### config.mk
export PLATFORM = sky130hd
export DESIGN_NAME = microcode_sequencer
export DESIGN_NICKNAME = d
export VERILOG_FILES = /design/src/rtl/microcode_sequencer.sv
export SDC_FILE = /design/constraint.sdc
export NUM_CORES = 2
export LEC_CHECK = 0
export ABC_AREA = 1
export CORE_ASPECT_RATIO = 2
export CORE_UTILIZATION = 44
export CTS_CLUSTER_SIZE = 24
export DETAILED_ROUTE_END_ITERATION = 10
export SYNTH_ARGS = -nofsm -noshare
export SYNTH_HDL_FRONTEND = slang
export SYNTH_SLANG_ARGS = --single-unit
### constraint.sdc
create_clock -name clk -period 2.45 [get_ports clk]
set_clock_uncertainty 0.1 [all_clocks]
set_input_delay 0.49 -clock clk [delete_from_list [all_inputs] [get_ports clk]]
set_output_delay 0.49 -clock clk [all_outputs]
set_load 0.005 [all_outputs]
### src/rtl/microcode_sequencer.sv
// Writable-microcode control sequencer: three fixed fetch steps, then up to USTEPS
// execute steps read from a runtime-loadable table. Emits one registered control word per clock.
module microcode_sequencer #(
    parameter int CTRL_W = 16,
    parameter int IREG_W = 8,
    parameter int OPC_W  = 4,
    parameter int USTEPS = 8,
    parameter logic [CTRL_W-1:0] F0_CTRL = '0,
    parameter logic [CTRL_W-1:0] F1_CTRL = '0,
    parameter logic [CTRL_W-1:0] F2_CTRL = '0
) (
    input  logic                               clk,
    input  logic                               rst,
    input  logic                               en,
    input  logic                               zf,
    input  logic                               cf,
    input  logic [IREG_W-1:0]                  ireg,
    input  logic                               resume,
    input  logic                               uc_we,
    input  logic [OPC_W+$clog2(USTEPS)-1:0]    uc_addr,
    input  logic [CTRL_W+3:0]                  uc_wdata,
    output logic [CTRL_W-1:0]                  ctrl,
    output logic                               halted,
    output logic                               uc_err,
    output logic [$clog2(USTEPS)+1:0]          step
);
    localparam int UW       = $clog2(USTEPS);
    localparam int AW       = OPC_W + UW;
    localparam int EW       = CTRL_W + 4;
    localparam int UC_DEPTH = 1 << AW;
    localparam logic [UW-1:0] LAST_STEP = UW'(USTEPS - 1);
    // Entries are stored with END inverted so that an all-zero (unprogrammed) RAM reads as END-only NOPs.
    localparam logic [EW-1:0] END_MASK = {1'b1, {(EW-1){1'b0}}};

    typedef enum logic [2:0] {ST_F0, ST_F1, ST_F2, ST_EX, ST_HALT} state_t;

    state_t            state_reg, state_next;
    logic [UW-1:0]     ustep_reg, ustep_next;
    logic [CTRL_W-1:0] ctrl_reg, ctrl_next;
    logic              halted_reg, halted_next;
    logic              err_reg, err_next;

    logic [EW-1:0]     uc_mem [0:UC_DEPTH-1];
    logic [OPC_W-1:0]  opcode;
    logic [EW-1:0]     entry;
    logic              e_end, e_hlt, e_cz, e_cc, gated;
    logic              unused_ireg;

    assign opcode      = ireg[IREG_W-1 -: OPC_W];
    assign unused_ireg = ^ireg;

    // Microcode table is not reset; a write reaching the entry being executed takes effect next cycle.
    always_ff @(posedge clk) begin
        if (uc_we) begin
            uc_mem[uc_addr] <= uc_wdata ^ END_MASK;
        end
    end

    assign entry = uc_mem[{opcode, ustep_reg}] ^ END_MASK;
    assign e_end = entry[EW-1];
    assign e_hlt = entry[EW-2];
    assign e_cz  = entry[EW-3];
    assign e_cc  = entry[EW-4];
    assign gated = (e_cz & ~zf) | (e_cc & ~cf);

    always_ff @(posedge clk or negedge rst) begin
        if (!rst) begin
            state_reg  <= ST_F0;
            ustep_reg  <= '0;
            ctrl_reg   <= '0;
            halted_reg <= 1'b0;
            err_reg    <= 1'b0;
        end else begin
            state_reg  <= state_next;
            ustep_reg  <= ustep_next;
            ctrl_reg   <= ctrl_next;
            halted_reg <= halted_next;
            err_reg    <= err_next;
        end
    end

    always_comb begin
        state_next  = state_reg;
        ustep_next  = ustep_reg;
        ctrl_next   = '0;
        err_next    = err_reg;
        // halted tracks the word being issued, so it aligns with ctrl rather than with the state.
        halted_next = (state_reg == ST_HALT);
        case (state_reg)
            ST_F0: if (en) begin
                ctrl_next  = F0_CTRL;
                state_next = ST_F1;
            end
            ST_F1: if (en) begin
                ctrl_next  = F1_CTRL;
                state_next = ST_F2;
            end
            ST_F2: if (en) begin
                ctrl_next  = F2_CTRL;
                state_next = ST_EX;
                ustep_next = '0;
            end
            ST_EX: if (en) begin
                ctrl_next = gated ? '0 : entry[CTRL_W-1:0];
                if (e_hlt) begin
                    state_next = ST_HALT;
                    ustep_next = '0;
                end else if (e_end) begin
                    state_next = ST_F0;
                    ustep_next = '0;
                end else if (ustep_reg == LAST_STEP) begin
                    err_next   = 1'b1;
                    state_next = ST_F0;
                    ustep_next = '0;
                end else begin
                    ustep_next = ustep_reg + UW'(1);
                end
            end
            ST_HALT: if (en && resume) begin
                state_next = ST_F0;
                ustep_next = '0;
            end
            default: begin
                state_next = ST_F0;
                ustep_next = '0;
            end
        endcase
    end

    // Debug encoding: {phase, ustep}; HALT shows phase 0 with an all-ones step (F0 always has step 0).
    always_comb begin
        step = {2'b00, ustep_reg};
        case (state_reg)
            ST_F0:   step = {2'b00, {UW{1'b0}}};
            ST_F1:   step = {2'b01, {UW{1'b0}}};
            ST_F2:   step = {2'b10, {UW{1'b0}}};
            ST_EX:   step = {2'b11, ustep_reg};
            ST_HALT: step = {2'b00, {UW{1'b1}}};
            default: step = '0;
        endcase
    end

    assign ctrl   = ctrl_reg;
    assign halted = halted_reg;
    assign uc_err = err_reg;
endmodule

Yosys cells after proc, flatten, opt, wreduce, memory -nomap -nowiden
Memories as Yosys holds them, arrays and structs flattened.
Cells that the tools add are included.

cells by class
  equality and inequality tests = 11
  reduce and logical (&&, ||, !) cells = 6
  $add $sub $neg = 1
  bitwise gates (word level) = 8
  mux-type cells = 21

operators by type and width
  operator             count
  $mux 16              3
  $mux 3               13
  $pmux 5 s4           1
  $pmux 3 s5           1
  $pmux 3 s4           1
  $ne 2x2->1 const B   4
  $eq 3x2->1 const B   2
  $eq 3x3->1 const B   2
  $reduce_and 6->1     1
  $not 1->1            5
  $reduce_and 5->1     1
  $ne 4x4->1 const B   1
  $reduce_and 4->1     1
  $add 3x1->3 const B  1
  $eq 3x1->1 const B   1
  $logic_not 3->1      1
  $and 1x1->1          2
  $mux 1               2
  $ne 2x1->1 const B   1
  $reduce_or 2->1      1
  $logic_and 1x1->1    1
  $or 1x1->1           1

word-level totals
  register bits after elaboration = 24
  output and inout bits = 23
  bits in writable memories = 2560
  word-level logic and storage cells = 53
  memories kept = 1
  input port bits = 42

memories
  name    words  bits a word  read ports  clocked after Yosys merged registers in  write ports  RTL line  source
  uc_mem  128    20           1           0                                        1            43        logic [EW-1:0] uc_mem [0:UC_DEPTH-1];

Longest topological paths before layout
  depth in word-level cells = 6
  mapped depth = 18

Worst setup path before layout
OpenSTA, ideal clock, no wires.

  kind = input to register
  start point = in uc_addr[6]
  end point = mem uc_mem[91][0] in the netlist's numbering (enable)
  buffers on the path = 0
  setup time = 0.422 ns
  path slack = -0.404 ns
  data arrival time = 2.332 ns
  stages on the path = 4
  cells stage by stage = inv_1 -> nor2_1 -> nand2_1 -> nor3_1

RTL lines
  element      RTL line  source
  from (decl)  20        input logic [OPC_W+$clog2(USTEPS)-1:0] uc_addr,
  to (decl)    43

Straight into the memory's write port.

Worst setup path in the final report
  start point = reg ustep_reg[1]
  end point = reg ctrl_reg[10] (netlist: ctrl[10])

between the ends
  longest elaborated chain between the ends = 6
  elaborated cells between the ends (all ways) = 7
  those cells by class = 3 x mux; 3 x bitwise; 1 x memory

ends and longest elaborated chain
  element                  RTL line  source
  from (decl)              38        logic [UW-1:0] ustep_reg, ustep_next;
  from (signal assigned)   75        ustep_reg <= ustep_next;
  $mem_v2 128x20 (*)       -
  $and 1x1->1              64        assign gated = (e_cz & ~zf) | (e_cc & ~cf);
  $or 1x1->1               64
  $mux 16 (*)              104       ctrl_next = gated ? '0 : entry[CTRL_W-1:0];
  $mux 16 (*)              103       ST_EX: if (en) begin
  $mux 16 (*)              -
  named net ctrl_next[10]  39        logic [CTRL_W-1:0] ctrl_reg, ctrl_next;
  to (signal assigned)     76        ctrl_reg <= ctrl_next;
  to (decl)                39

Mark *: on every way through the listed nets, which the timed path passes. The rest lies on a longest branch.
A chain may end at the register's enable or synchronous reset.

==> metrics.cfg <==
[run_status]
outcome = finished with violations
violations = setup timing

[clock_tree]
insertion_delay_ns = 0.88
cts_tree = built
clk_transition_reported_paths_ns = 0.07
clockBufferDepth = 4
cts_sinks = 2584
numCtsBuffers = 217
cts_root_buf = clkbuf_16
h-tree-depth = 4

[final_layout]
final_common_cell = edfxtp_1
final_cells = 12300
largest_reg_flops = 2560
drive_above_1_share_pct = 18.2
final_cell_mix = edfxtp_1, nand2_1, nand3_1, buf_4
fillers = 18900
nNetsFinal = 9130
post-route-util_pct = 54.3
syn2layout_area_growth_pct = 22.3

[floorplan]
chipHeight_um = 689
die_x_um = 345
start_util_pct = 44.4
row_count = 251
die-area_mm2 = 0.238
io_pins = 65
coreArea_mm2 = 0.234

[placed_design]
dp.cells = 11800
finalWeightedCongestion = 0.938
hpwl_um = 215000
preCtsSetupSlack_ns = -0.705
port_buffers = 60

[run]
maxCapViolations = 0

[synthesis]
netlist_instances = 8404
synth_cell_types = 28
synth_top_cell_by_area = edfxtp_1
ys_seq_area_share_pct = 74.6
synth_seq_cells = 2584
ys_warn_count = 0
synth_top_area_share_pct = 74.1
synthesis.nets = 8448
syn_area_per_cell_um2 = 12.4
syn-cell-area_mm2 = 0.104
netlist_top_cells_area = edfxtp_1, nand3_1, nand2_1

[detailed_routing]
wl_um = 343000
drt-met1-wl_um = 114000
dr.pass1.iters = 8
viasPerCell = 5.85
num_vias = 72000
dr_wl_met2_um = 175000
ant_nets = 0
route.detailed.drc = 0
top_layer_used = met5
drt_iter0_markers = 7846
wl_met3_um = 22500
post_drt_wl_per_cell_um = 27.9

[grt]
grt_antenna_before_repair = 18
grt_pass1_wl_um = 483000
grt_overflow_total = 0
grt_pass1_vias = 70100
grt_usage_pct = 28.0
grt_max_degree = 92

[timing]
layout_setup_ws_ns = -0.389
hold-worst-slack_ns = 0.0531
finalCritPeriodShare_pct = 116
min_period_ns = 2.84
finalSetupViolCount = 28
fmax_ghz = 0.352
worst-slew-pin-transition_ns = 0.909
rsz0062_at_grt = true
hold_violations = 0
relSlewSlack_pct = 39.4
slew_viol_final = 0

[critical_path]
crit_path_top_delay_cell = dfrtp_4
startpoint_type = register
cp-startpoint = ustep_reg[1]
crit_fanout = 15
rr_startpoint = ustep_reg[1]
timing.critical_path.mode_cell = nand3_1
worstSetupPathType = register to register
max_stage_delay_ns = 0.53
arrival_ns = 3.54
endpoint_kind = register
required_ns = 3.15
cp_cell_sequence = buf_8 -> buf_16 -> buf_12 -> buf_4 -> clkbuf_16 -> nand3_1 -> nand3_1 -> nand3_1 -> buf_12 -> nand3_1 -> nand3_2 -> nand3_1 -> nand2_1 -> nand2_1 -> nor2_2

[pwr]
vdd_drop_max_mv = 0.591
leakage_nw = 44.7
powerDensity_mw_per_mm2 = 782

[worst_hold_path]
hold_path.class = input port to register
holdCritStartpoint = uc_wdata[16]

==> layout make-up <==
| type | count | area [um2] | share of cell area, % |
|---|---|---|---|
| Multi-Input combinational cell | 5206 | 24700 | 19.5 |
| Clock buffer | 260 | 5690 | 4.48 |
| Inverter | 42 | 214 | 0.169 |
| Tap cell | 3036 | 3800 | 2.99 |
| Antenna cell | 4 | 10.0 | 0.00788 |
| Clock inverter | 128 | 1220 | 0.960 |
| Timing Repair Buffer | 1035 | 13800 | 10.9 |
| Sequential cell | 2584 | 77500 | 61.1 |
==> worst paths after layout <==
kind	endpoint	slack [ns]	depth (start not counted)
min in group asynchronous	halted	0.15	2
min reg2reg	uc_err	0.55	1
max reg2reg	ctrl[10]	-0.39	15
min	uc_mem[44][16]	0.05	1
max	ctrl[10]	-0.39	15
max in group asynchronous	ctrl[3]	1.44	3
==> where the power goes <==
group	internal, mW	switching, mW
logic	6.01	9.69
clock network	18.9	15.8
registers	48.8	0.134
total	73.7	25.6
==> metal layers <==
| metal | global-route usage (%) | vias up |
|---|---|---|
| met3 | 2.86 | 923 |
| met1 | 30.4 | 36000 |
| li1 | - | 31600 |
| met5 | 0 | - |
| met4 | 22.6 | 10 |
| met2 | 49.6 | 3433 |
==> cell families (layout without fill, tap and decap cells) <==
logic type	count (synthesis)	in the layout	synth area share, %
AOI/OAI and AO/OA	538	538	2.86
DFF	2584	2584	74.6
adders and majority gates	2	2	0.0241
other	0	4	0
and+or+nand+nor	4666	4666	19.3
buffers and inverters	614	1465	3.21
==> worst max-delay path, delay by kind of cell (launching register included) <==
kind	cells	cell delay [ns]
AND/OR/NAND/NOR	9	1.14
buffers and inverters	6	0.97
flip-flops	1	0.53
==> synth_stat cells <==
master and number:
nand2_1 2230, nand3_2 1, clkbuf_2 4, nand2_2 1
nor2_1 459, edfxtp_1 2560, o21ai_1 16, o22ai_1 153
inv_2 6, ha_1 2, a21o_1 10, nand3_1 1963
buf_4 78, o21bai_1 1, dfrtp_1 24, buf_8 2
o211ai_1 13, o21ai_0 305, inv_1 35, a22oi_1 9
buf_6 49, buf_2 267, a21oi_1 31, buf_1 50
clkinv_1 1, clkbuf_1 122, nor3_1 10, nand4_1 2
==> what timing repair did <==
| item | 4_1_cts | 5_1_grt |
|---|---|---|
| buffers inserted | 69 | 34 |
| endpoints found under the setup margin | 45 | 28 |
| resized for setup | 314 | 253 |
| hold endpoints to repair | 101 | 0 |
| pin swaps | 25 | 74 |
| gates cloned | 23 | 25 |
| hold buffers | 9 | 0 |
==> stage by stage <==
step,TNS [ns],power [mW],instance area [um2]
after floorplan,-26.53,56.7,104000
after global placement,-330.65,62.4,116000
after detailed placement,-344.00,62.6,116000
after CTS,-8.89,98.3,125000
after global routing,-10.80,102,127000
final,-8.68,99.3,127000
No activity file was read; power rests on OpenSTA's default activity.
